File: config.mk
export PLATFORM = sky130hd
export DESIGN_NAME = mem_port_arbiter
export DESIGN_NICKNAME = d
export VERILOG_FILES = /design/src/rtl/mem_port_arbiter.sv
export SDC_FILE = /design/constraint.sdc
export NUM_CORES = 1
export LEC_CHECK = 0
export CORE_ASPECT_RATIO = 2
export CORE_MARGIN = 3
export CORE_UTILIZATION = 32
export CTS_CLUSTER_SIZE = 24
export DETAILED_ROUTE_END_ITERATION = 10
export PLACE_DENSITY = 0.78
export SLEW_MARGIN = 25
export SYNTH_ARGS = -nofsm -noshare
export SYNTH_HDL_FRONTEND = slang
export SYNTH_SLANG_ARGS = --single-unit
File: constraint.sdc
create_clock -name clk -period 1.99 [get_ports clk]
set_input_delay 0.398 -clock clk [delete_from_list [all_inputs] [get_ports clk]]
set_output_delay 0.398 -clock clk [all_outputs]
set_load 0.05 [all_outputs]
File: src/rtl/mem_port_arbiter.sv
// Single-port memory arbiter: data port has fixed priority, fetch is protected by a starvation limit.
// Optional bus-hang protection: define ARB_TIMEOUT_EN to build the BUSY timeout counter and err_o.
module mem_port_arbiter #(
    parameter int ADDR_W         = 32,
    parameter int DATA_W         = 32,
    parameter int STARVE_LIMIT   = 4,
    parameter int TIMEOUT_CYCLES = 64
) (
    input  logic              clk,
    input  logic              reset,
    input  logic              if_req,
    input  logic [ADDR_W-1:0] if_addr,
    output logic [DATA_W-1:0] if_rdata,
    output logic              if_ack,
    input  logic              d_req,
    input  logic              d_we,
    input  logic [ADDR_W-1:0] d_addr,
    input  logic [DATA_W-1:0] d_wdata,
    input  logic [2:0]        d_ctrl,
    output logic [DATA_W-1:0] d_rdata,
    output logic              d_ack,
    output logic              mem_req,
    output logic              mem_we,
    output logic [ADDR_W-1:0] mem_addr,
    output logic [DATA_W-1:0] mem_wdata,
    output logic [2:0]        mem_ctrl,
    input  logic [DATA_W-1:0] mem_rdata,
    input  logic              mem_ready,
    output logic              err_o
);

    typedef enum logic [1:0] {
        IDLE    = 2'd0,
        BUSY_IF = 2'd1,
        BUSY_D  = 2'd2
    } state_t;

    localparam logic [3:0] STARVE_MAX = 4'(STARVE_LIMIT);
    localparam logic [2:0] CTRL_WORD  = 3'b010;

    state_t     state, state_nxt;
    logic [3:0] starve_cnt;
    logic       grant_d, grant_if, done, timeout_hit;

    // NOTE: every output of this block gets a default first, so no path can infer a latch.
    always_comb begin
        state_nxt = state;
        grant_d   = 1'b0;
        grant_if  = 1'b0;
        done      = 1'b0;
        case (state)
            IDLE: begin
                if (d_req && (!if_req || starve_cnt < STARVE_MAX)) begin
                    grant_d   = 1'b1;
                    state_nxt = BUSY_D;
                end else if (if_req) begin
                    grant_if  = 1'b1;
                    state_nxt = BUSY_IF;
                end
            end
            BUSY_IF, BUSY_D: begin
                if (mem_ready || timeout_hit) begin
                    done      = 1'b1;
                    state_nxt = IDLE;
                end
            end
            default: state_nxt = IDLE;
        endcase
    end

    // NOTE: state registers use non-blocking assignments so every flop samples pre-edge values.
    always_ff @(posedge clk) begin
        if (!reset) begin
            state      <= IDLE;
            mem_req    <= 1'b0;
            mem_we     <= 1'b0;
            mem_addr   <= '0;
            mem_wdata  <= '0;
            mem_ctrl   <= '0;
            starve_cnt <= '0;
        end else begin
            state <= state_nxt;
            if (grant_d) begin
                mem_req   <= 1'b1;
                mem_we    <= d_we;
                mem_addr  <= d_addr;
                mem_wdata <= d_wdata;
                mem_ctrl  <= d_ctrl;
                // Only data grants that bypass a waiting fetch count towards starvation.
                if (!if_req)
                    starve_cnt <= '0;
                else if (starve_cnt != 4'hF)
                    starve_cnt <= starve_cnt + 4'd1;
            end else if (grant_if) begin
                mem_req    <= 1'b1;
                mem_we     <= 1'b0;
                mem_addr   <= if_addr;
                mem_wdata  <= '0;
                mem_ctrl   <= CTRL_WORD;
                starve_cnt <= '0;
            end else if (done) begin
                mem_req <= 1'b0;
            end
        end
    end

`ifdef ARB_TIMEOUT_EN
    localparam logic [7:0] TO_LAST = 8'(TIMEOUT_CYCLES - 1);

    logic [7:0] to_cnt;

    always_ff @(posedge clk) begin
        if (!reset)
            to_cnt <= '0;
        else if (grant_d || grant_if)
            to_cnt <= '0;
        else if (state != IDLE && !mem_ready && !timeout_hit)
            to_cnt <= to_cnt + 8'd1;
    end

    assign timeout_hit = (state != IDLE) && (to_cnt == TO_LAST);
    // A late mem_ready on the timeout cycle still counts as a normal completion.
    assign err_o       = timeout_hit && !mem_ready;
`else
    assign timeout_hit = 1'b0;
    assign err_o       = 1'b0;
`endif

    assign if_ack   = (state == BUSY_IF) && done;
    assign d_ack    = (state == BUSY_D)  && done;
    assign if_rdata = (if_ack && mem_ready) ? mem_rdata : '0;
    assign d_rdata  = (d_ack  && mem_ready) ? mem_rdata : '0;

endmodule

==> flow_metrics.tcl, run 1 <==
set metrics [dict create \
    status "finished with violations" \
    violations "setup timing" \
    min_period_over_period_pct 106 \
    cp-start-kind "register" \
    async_reset_ff_share_pct 0 \
    arrival_ns 1.71 \
    setup-violations-final 65 \
    die_area_um2 11500 \
    die_x_um 77.2 \
    synthXorXnorAreaFrac_pct 0 \
    rsz0062_at_grt "yes" \
    max-vdd-ir-drop_mv 0.769 \
    synth_top_area_cell "dfxtp_1" \
    pre_cts_ws_ns -0.0702 \
    first_global_vias 3991 \
    yosysWarnings 0 \
    overflow 0 \
    synth_edf_count 0 \
    cts_buffers 9 \
    drc_errors 0 \
    routed_wl_mm 14.6 \
    timing.fmax_mhz 474 \
    nNetsFinal 755 \
    grt.busiest_layer "met2" \
    die_h_um 148 \
    cp_top_family "simple AND/OR/NAND/NOR gates" \
    synthAdderAreaFrac_pct 1.54 \
    synth_compound_area_share_pct 23.5 \
    synth_area_um2 3250 \
    place_inst 728 \
    worstPathMaxFanout 16 \
    slowest_delay_ns 0.33 \
    final_cell_mix "clkdlybuf4s50_1, dfxtp_1, buf_12" \
    layout.cells.non_filler 753 \
    syn_avg_cell_area_um2 9.57 \
    p_per_area_nw_per_um2 734 \
    tns_ns -3.62 \
    grt_use_met1_pct 23.2 \
    ant_nets 0 \
    met3_usage_pct 6.73 \
    root_buffer "clkbuf_16" \
    grt_pass1_wl_mm 21.5 \
    cp_slowest_cell "dfxtp_2" \
    first_iter_violations 145 \
    p_leak_nw 3.13 \
    grt_use_total_pct 24.4 \
    cts_num_sinks 75 \
    num_rows 51 \
    ys_types 29 \
    viasPerCell 5.06 \
    synthSimpleGateAreaFrac_pct 22.9 \
    min-delay-path-class "register to register" \
    worst_slew_pin_slew_ns 0.571 \
    cts.hold.buffers_added 0 \
    post_drt_wl_per_cell_um 19.4 \
    synth_area_leaders "dfxtp_1, o221a_2, a22o_1" \
    muxShareOfSynthArea_pct 0.347 \
    insertion_delay_ns 0.32 \
    relSlewSlack_pct 61.8 \
    drtPass1Iterations 4 \
    synth_nets 480 \
    clk_pin_slew_worst_paths_ns 0.05 \
    start_util_pct 33.0 \
    ys_seq_elements 75 \
    ys_seq_area_share_pct 46.3 \
    drive_gt1_share_pct 29.9 \
    synth_top_family_by_area "compound AO/OA/AOI/OAI gates" \
    h-tree-depth 3 \
    via_count 3810 \
    synth_cells 339 \
    hpwl_mm 11.3 \
    path_cells "inv_2 > ha_4 > and3_4 > buf_16 > and2_4 > buf_12" \
    layout_min_cycle_time_ns 2.11 \
    finalInstanceArea_um2 7290 \
    area_growth_pct 125 \
    fp.coreArea_um2 9830 \
    skew_ns 0.00490 \
    worst_hold_slack_ns 0.468 \
    ios 273 \
    final_common_cell "clkdlybuf4s50_1" \
    synth-main-ff-cell "dfxtp_1" \
    grt_util_met2_pct 43.8 \
    place_area_um2 6810 \
    cp.required_ns 1.59 \
    finalMaxSlewViolations 0 \
    io_buffer_count 271 \
    synth_top_area_share_pct 46.3 \
    gp_congestion 0.825 \
    grt_max_degree 39 \
    antenna_found_initial 2 \
    fin_ws_ns -0.120 \
    path_buf_inv 3 \
    worstSetupPathType "register to output pin" \
    max-cap-violations 0 \
    worstSetupEndpointType "output pin" \
    clock_path_buffers 2 \
    finalHoldViolCount 0 \
    cts_tree "done" \
]
==> cell type report <==
class / instances / area [um2]
well taps: 132 / 165
diodes: 2 / 5.00
multi-input cells: 230 / 1670
clock buffers: 14 / 264
inverters: 4 / 15.0
clock inverters: 2 / 10.0
fillers: 703 / 2530
flip-flops and latches: 75 / 1500
repair buffers: 294 / 3660
==> final timing paths <==
kind / to / start / slack (ns) / depth (start not counted)
hold / removal: mem_req$_SDFFE_PN0P_ / mem_req$_SDFFE_PN0P_ / 0.47 / 2
setup reg to reg: mem_ctrl[2]$_SDFFE_PN0P_ / state[0]$_SDFFE_PN0P_ / 0.36 / 6
hold reg to reg: mem_req$_SDFFE_PN0P_ / mem_req$_SDFFE_PN0P_ / 0.47 / 2
setup / recovery: if_rdata[12] / state[0]$_SDFFE_PN0P_ / -0.12 / 6
==> synth_stat cells, drive strengths merged, types with 2 or more instances <==
master,count
and3,34
nor3,2
o21a,3
inv,4
buf,16
ha,4
clkbuf,14
a22o,37
and2,34
dfxtp,75
o221a,33
a21oi,2
nand2,67
nand3,3
o21ai,3
==> report_power, final <==
group	switching [W]	internal [W]	total, W
clock network	0.000562	0.000908	0.00147
logic	0.00118	0.000920	0.00210
registers	0.0000945	0.00168	0.00178
total	0.00184	0.00351	0.00535
==> logic make-up after synthesis <==
| kind of cell | Yosys count |
|---|---|
| compound gates | 80 |
| fa+ha+maj | 4 |
| buf+inv | 34 |
| flops | 75 |
| mux | 1 |
| other cells | 1 |
| simple gates | 144 |
==> per-layer routing <==
| metal | part of all wire, % | up-vias |
|---|---|---|
| met5 | 0 | - |
| met4 | 7.3 | 0 |
| met3 | 7.3 | 59 |
| met2 | 52 | 235 |
| met1 | 34 | 1743 |
| li1 | - | 1773 |
==> metrics by stage <==
step | util (%) | power [W]
floorplan | - | 0.00293
global placement | 69.3 | 0.00382
detailed placement | 69.3 | 0.00385
CTS | 73.1 | 0.00538
global route | 74.2 | 0.00555
finish | 74.2 | 0.00535
==> timing repair <==
item	4_1_cts	5_1_grt
endpoints found under the setup margin	61	66
buffers inserted	0	4
gates cloned	1	2
resized for setup	30	11
pin swaps	3	8
==> worst register-to-register path, cell delays in order (launching register included) <==
cell,delay (ns)
dfxtp_2,0.32
inv_2,0.08
ha_4,0.19
nand2_1,0.12
nor3_4,0.45
buf_12,0.24
a22o_1,0.18
==> registers in the layout (all words and copies together) (netlist names) <==
register / count
mem_addr: 32
mem_ctrl: 3
mem_req: 1
mem_wdata: 32
mem_we: 1
starve_cnt: 4
state: 2
(Power assumes the default switching activity.)
==> run 2: changes to the inputs <==
Settings changed: CAP_MARGIN from default to 20.
==> results of run 2 <==
No change in the layout: final DEF, timing and power equal those of run 1.
